`src/rtl/rtc_burst_writer.sv`:
```
// RTC burst writer: drives a multiplexed address/data RTC bus with one
// cs_n/ad_n/wr_n slot of T_END+1 clocks per byte, writing burst_len
// consecutive registers starting at direccion.
// Optional build macro RTC_BCD_CHECK_EN: reject bursts that carry any
// non-BCD nibble, flagging error_bcd and finishing without bus activity.
module rtc_burst_writer #(
  parameter int unsigned DATA_W    = 8,
  parameter int unsigned MAX_BURST = 4,
  parameter int unsigned T_ADDR    = 7,
  parameter int unsigned T_DATA    = 29,
  parameter int unsigned T_END     = 42
) (
  input  logic                          clk,
  input  logic                          reset,
  input  logic                          enable_escribir,
  input  logic [DATA_W-1:0]             direccion,
  input  logic [$clog2(MAX_BURST+1)-1:0] burst_len,
  input  logic [MAX_BURST*DATA_W-1:0]   dato_escritura,
  input  logic                          reset_listo_escritura,
  output logic [DATA_W-1:0]             bus_out_escribir,
  output logic                          bus_oe,
  output logic                          cs_n,
  output logic                          ad_n,
  output logic                          wr_n,
  output logic                          ocupado,
  output logic                          listo_escribir,
  output logic                          error_bcd
);

  localparam int unsigned LenW = $clog2(MAX_BURST + 1);
  localparam int unsigned CntW = $clog2(T_END + 1);

  localparam logic [CntW-1:0] CntOne    = CntW'(1);
  localparam logic [CntW-1:0] CntAddr   = CntW'(T_ADDR);
  localparam logic [CntW-1:0] CntData   = CntW'(T_DATA);
  localparam logic [CntW-1:0] CntDataM1 = CntW'(T_DATA - 1);
  localparam logic [CntW-1:0] CntEnd    = CntW'(T_END);
  localparam logic [CntW-1:0] CntEndM1  = CntW'(T_END - 1);
  localparam logic [CntW-1:0] WrAddrLo  = CntW'(T_ADDR + 1);
  localparam logic [CntW-1:0] WrAddrHi  = CntW'(T_ADDR + 6);
  localparam logic [CntW-1:0] WrDataLo  = CntW'(T_DATA + 1);
  localparam logic [CntW-1:0] WrDataHi  = CntW'(T_DATA + 6);
  localparam logic [LenW-1:0] LenMax    = LenW'(MAX_BURST);
  localparam logic [LenW-1:0] LenOne    = LenW'(1);

  // Slot timing must leave room for both six-cycle write strobes.
  if (!((T_ADDR + 7 < T_DATA) && (T_DATA + 7 < T_END) && (MAX_BURST >= 1)))
  begin : g_param_check
    $fatal(1, "rtc_burst_writer: illegal slot timing parameters");
  end

  typedef enum logic [1:0] {StIdle, StSlot, StDone} state_e;

  state_e                        state_q, state_d;
  logic [CntW-1:0]               cnt_q, cnt_d;
  logic [LenW-1:0]               idx_q, idx_d;
  logic [LenW-1:0]               len_q, len_d;
  logic [DATA_W-1:0]             addr_q, addr_d;
  logic [MAX_BURST*DATA_W-1:0]   data_q, data_d;
  logic [DATA_W-1:0]             bus_q;
  logic                          listo_q, listo_d;
  logic                          start_ok;
  logic                          in_slot;
  logic [DATA_W-1:0]             cur_byte;

`ifdef RTC_BCD_CHECK_EN
  logic err_q, err_d;
  logic bcd_bad;

  // Any nibble above 9 in the bytes actually being written.
  function automatic logic bcd_violation(input logic [MAX_BURST*DATA_W-1:0] data,
                                         input logic [LenW-1:0]             len);
    logic bad;
    bad = 1'b0;
    for (int i = 0; i < int'(MAX_BURST); i++) begin
      if (i < int'(len)) begin
        for (int j = 0; j < int'(DATA_W / 4); j++) begin
          if (data[i*int'(DATA_W) + j*4 +: 4] > 4'd9) bad = 1'b1;
        end
      end
    end
    return bad;
  endfunction

  assign bcd_bad   = bcd_violation(dato_escritura, burst_len);
  assign error_bcd = err_q;
`else
  assign error_bcd = 1'b0;
`endif

  assign start_ok = enable_escribir && (burst_len != '0) && (burst_len <= LenMax);
  assign in_slot  = (state_q == StSlot);
  assign cur_byte = data_q[int'(idx_q)*int'(DATA_W) +: DATA_W];

  // State and datapath registers.
  always_ff @(posedge clk or negedge reset) begin
    if (!reset) begin
      state_q <= StIdle;
      cnt_q   <= '0;
      idx_q   <= '0;
      len_q   <= '0;
      addr_q  <= '0;
      data_q  <= '0;
      bus_q   <= '0;
      listo_q <= 1'b0;
`ifdef RTC_BCD_CHECK_EN
      err_q   <= 1'b0;
`endif
    end else begin
      state_q <= state_d;
      cnt_q   <= cnt_d;
      idx_q   <= idx_d;
      len_q   <= len_d;
      addr_q  <= addr_d;
      data_q  <= data_d;
      bus_q   <= bus_out_escribir;
      listo_q <= listo_d;
`ifdef RTC_BCD_CHECK_EN
      err_q   <= err_d;
`endif
    end
  end

  // Next-state logic: accept a burst, walk byte slots, wait for done-clear.
  always_comb begin
    state_d = state_q;
    cnt_d   = cnt_q;
    idx_d   = idx_q;
    len_d   = len_q;
    addr_d  = addr_q;
    data_d  = data_q;
    listo_d = listo_q;
`ifdef RTC_BCD_CHECK_EN
    err_d   = err_q;
`endif
    case (state_q)
      StIdle: begin
        if (start_ok) begin
          addr_d  = direccion;
          len_d   = burst_len;
          data_d  = dato_escritura;
          cnt_d   = '0;
          idx_d   = '0;
          state_d = StSlot;
`ifdef RTC_BCD_CHECK_EN
          if (bcd_bad) begin
            state_d = StDone;
            listo_d = 1'b1;
            err_d   = 1'b1;
          end
`endif
        end
      end
      StSlot: begin
        if (cnt_q == CntEnd) begin
          cnt_d = '0;
          if ((idx_q + LenOne) < len_q) begin
            idx_d  = idx_q + LenOne;
            addr_d = addr_q + DATA_W'(1);
          end else begin
            state_d = StDone;
            listo_d = 1'b1;
          end
        end else begin
          cnt_d = cnt_q + CntOne;
        end
      end
      StDone: begin
        if (reset_listo_escritura) begin
          state_d = StIdle;
          listo_d = 1'b0;
`ifdef RTC_BCD_CHECK_EN
          err_d   = 1'b0;
`endif
        end
      end
      default: state_d = StIdle;
    endcase
  end

  // Strobes decode straight from state and count so reset clears them at once.
  always_comb begin
    cs_n             = 1'b1;
    ad_n             = 1'b1;
    wr_n             = 1'b1;
    bus_oe           = 1'b0;
    ocupado          = in_slot;
    listo_escribir   = listo_q;
    bus_out_escribir = bus_q;
    if (in_slot) begin
      cs_n   = !((cnt_q >= CntOne) && (cnt_q <= CntEndM1));
      ad_n   = !((cnt_q >= CntAddr) && (cnt_q <= CntDataM1));
      wr_n   = !(((cnt_q >= WrAddrLo) && (cnt_q <= WrAddrHi)) ||
                 ((cnt_q >= WrDataLo) && (cnt_q <= WrDataHi)));
      bus_oe = (cnt_q >= CntAddr) && (cnt_q <= CntEndM1);
      // Bus value is presented in the load cycle itself and held afterwards.
      if (cnt_q == CntAddr) begin
        bus_out_escribir = addr_q;
      end else if (cnt_q == CntData) begin
        bus_out_escribir = cur_byte;
      end
    end
  end

endmodule

```
`config.mk`:
```
export PLATFORM = sky130hd
export DESIGN_NAME = rtc_burst_writer
export DESIGN_NICKNAME = d
export VERILOG_FILES = /design/src/rtl/rtc_burst_writer.sv
export SDC_FILE = /design/constraint.sdc
export NUM_CORES = 1
export LEC_CHECK = 0
export CORE_MARGIN = 2
export CORE_UTILIZATION = 25
export DETAILED_ROUTE_END_ITERATION = 12
export DONT_BUFFER_PORTS = 1
export GPL_TIMING_DRIVEN = 0
export PLACE_DENSITY_LB_ADDON = 0.25
export SYNTH_ARGS = -nofsm -noshare
export SYNTH_HDL_FRONTEND = slang
export SYNTH_SLANG_ARGS = --single-unit
export TNS_END_PERCENT = 100
```
`constraint.sdc`:
```
create_clock -name clk -period 2 [get_ports clk]
set_input_delay 0.4 -clock clk [delete_from_list [all_inputs] [get_ports clk]]
set_output_delay 0.4 -clock clk [all_outputs]
set_load 0.02 [all_outputs]
```
==> metrics.txt <==
crit start category register; Seq cells post-synth 63; worst r2r src idx_q[0]; P_int 4.168 mW; critical path type register to output port; setup TNS -4.860 ns; Pwr Density 1523 nW/um2; routing usage on met2 a little under a quarter; Post-DRT Antenna Nets 0; syn nets around 410; GR Util met3 under 10%; Lkg Pwr 2.006 nW; Post-synth ARST share 100.0%; RSZ-0062 raised after global routing true; Synth Area in Compound Gates a little over an eighth; Place WS -0.3903 ns; Reg power frac 32.2%; Synth Cell Area 3422 um2; R2R Setup Slk -0.22 ns; CTS root buffer clkbuf_16; Final Power 6.865 mW; reg2reg path depth 9; Worst slew margin 61.28%; Peak VDD IR around 0.00061 V; gpl congestion roughly 0.82; final net count ~440; multi-input logic area around 1900 um2; register area share after synthesis 46.07%; failing checks negative setup slack; initial antenna violation count 0; cts bufs inserted 9; core area around 13,000 um2; H-tree Lvls 3; Die W between 100 and 150 um; first-pass GRT wire length roughly 16 mm; DR WL/cell 18.19 um; Post-Synth Adder-Cell Area between 2 and 3%; WL final 10.33 mm; Net Sw Frac about two fifths; Logic pwr share 46.3%; final hold slack 0.1679 ns; worst slew pin tran a little under 0.6 ns; final period utilization 117.5%; Syn Area/Cell 9.722 um2; Fillers roughly 1,300; largest family of logic cells by synthesized area simple AND/OR/NAND/NOR gates; TritonCTS clock tree yes; Total Die Area between 10,000 and 15,000 um2; Simple-Gate Fraction of Synth Area 23.66%; Sequential Area ~1600 um2; status complete, but fails checks; CTS clk-pin slew, worst paths 0.06 ns; DP HPWL around 7 mm; I/O Buffers 0; Ant. Diodes 0; Max FO, Critical Path 5; skew final ~0.005 ns; Hold Vio Cnt, Final 0; clock network power share roughly 22%; worst skew pair latency 0.34 ns; Die Y 121.0 um; commonest non-fill, non-tap cell in the layout nand2_1; vias in the first global route between 2,000 and 3,000; routed vias/inst 4.868; 1st-pass router iterations 4; DRC errors left 0; DR iter-0 viols around 150; Switch Pwr 2.697 mW; max_cap viols 0; gr busiest metal met2; required time of the worst setup path around 1.6 ns; fin worst setup slack -0.3503 ns; Max Fclk approximately 430 MHz; top cell type's share of synthesized area 46.07%; area delta synth->final 31.70%; fin util between 30% and 40%; XOR/XNOR share of the synthesized area less than 1%; I/O Pins 62; yosys warns 0; capturing point of the worst reg2reg path idx_q[2]; initial core utilization 25.74%; number of clock sinks 63; CP arrival 1.95 ns; worst min path class input pin to register; layout cell share with drive strength beyond 1 31.63%; Synth cell types 64; fraction of synthesized area in multiplexers just under 8%; met1 usage between 10% and 20%; vias 2,765; min Tclk post-route ~2.4 ns; most frequent cells in the layout nand2_1 (116), dfrtp_1 (57), buf_6 (16), buf_4 (16), clkbuf_16 (9); synth top area cells dfrtp_1 (46%), nand2_1 (13%), mux4_1 (5.4%); Final Setup Violations 23; hold_sp dato_escritura[23]; Cells after Synth roughly 350; Slew Limit Fails 0; Synth Flop Type dfrtp_1; EDFF count, synth 0; largest net degree at the start of global routing 64; GRT Total Usage approximately 15%; cell depth of the worst hold path 2; Worst Hold End data_q[23]; total grt overflow 0; Setup crit end kind output port; Clock Path Buffers 2; area leader, netlist dfrtp_1; row count 42
## per-stage QoR
step / instances / area [um2]
global placement: 528 / 3650
CTS: 560 / 4279
global route: 568 / 4507
finish: 568 / 4507
detailed placement: 528 / 3650
floorplan: 352 / 3430
## registers in the layout, indices dropped and copies added (netlist names)
register        count
len_q               3
idx_q               3
cnt_q               6
bus_q               8
state_q             2
data_q             32
addr_q              8
listo_escribir      1
## cell usage after synthesis (2+ instances only)
master,number
or3_1,2
inv_1,7
o22ai_1,3
ha_1,8
nor4_1,5
o21ai_0,7
dfrtp_1,63
mux2i_1,5
buf_1,2
buf_6,8
clkbuf_1,2
and3_1,6
nand2_1,118
nor3b_1,3
a22o_1,5
nor3_1,4
nand2b_1,4
nand4_1,2
a21o_1,3
a41oi_1,2
a221o_1,8
a21oi_1,12
nor2b_1,8
mux4_1,7
nand3_1,7
buf_2,8
nor2_1,6
## worst max path at each step
stage / startpoint / endpoint / slack, ns / depth (start not counted)
2_1_floorplan: idx_q[0] / addr_q[1] / -0.03 / 7
3_3_place_gp: cnt_q[1] / bus_out_escribir[1] / -0.40 / 6
3_5_place_dp: cnt_q[1] / bus_out_escribir[7] / -0.39 / 6
4_1_cts: idx_q[0] / bus_out_escribir[2] / -0.40 / 4
5_1_grt: idx_q[0] / bus_out_escribir[2] / -0.43 / 4
6_report: idx_q[0] / bus_out_escribir[2] / -0.35 / 4
## logic make-up (layout without fill, tap and decap cells)
family                   Yosys count  in the layout
AND/OR/NAND/NOR                  177            177
buffers and inverters             29             69
multiplexers                      14             14
AO/OA/AOI/OAI                     59             59
XOR/XNOR                           1              1
flip-flops                        63             63
adder cells (fa/ha/maj)            8              8
other                              1              1
## power groups by stage
stage                     logic (mW)  clock network (mW)  registers [mW]
after floorplan                 1.77                   0            2.06
after global placement          2.18                   0            2.16
after detailed placement        2.21                   0            2.17
after CTS                       2.79                1.50            2.19
after global routing            3.47                1.57            2.28
final                           3.18                1.47            2.21
## metal layers
metal | part of all wire, % | routed length (um)
met1 | 46 | 4721
met2 | 47 | 4858
met5 | 0 | 0
met4 | 1.9 | 193
met3 | 5.4 | 557
## worst max-delay path, cell delays in order, from the launching register on
cell and delay (ns):
dfrtp_2 0.40, buf_6 0.15, mux4_2 0.53, nor2b_4 0.14
a221o_2 0.38
## final cells by class
| cell class | count | area share (%) |
|---|---|---|
| Timing Repair Buffer | 24 | 5.913 |
| Inverter | 8 | 0.9994 |
| Multi-Input combinational cell | 260 | 42.70 |
| Clock buffer | 10 | 5.303 |
| Buffer | 21 | 4.053 |
| Clock inverter | 6 | 0.9994 |
| Tap cell | 176 | 4.886 |
| Sequential cell | 63 | 35.15 |
## what timing repair did
| action | CTS | global route |
|---|---|---|
| hold buffers | 2 | 0 |
| endpoints found under the hold margin | 63 | 0 |
| gates resized for setup | 66 | 34 |
| setup buffers | 12 | 8 |
| pin swaps | 14 | 24 |
| setup endpoints to repair | 33 | 26 |
| cloned | 2 | 0 |
Power figures use the tool's default switching activity.
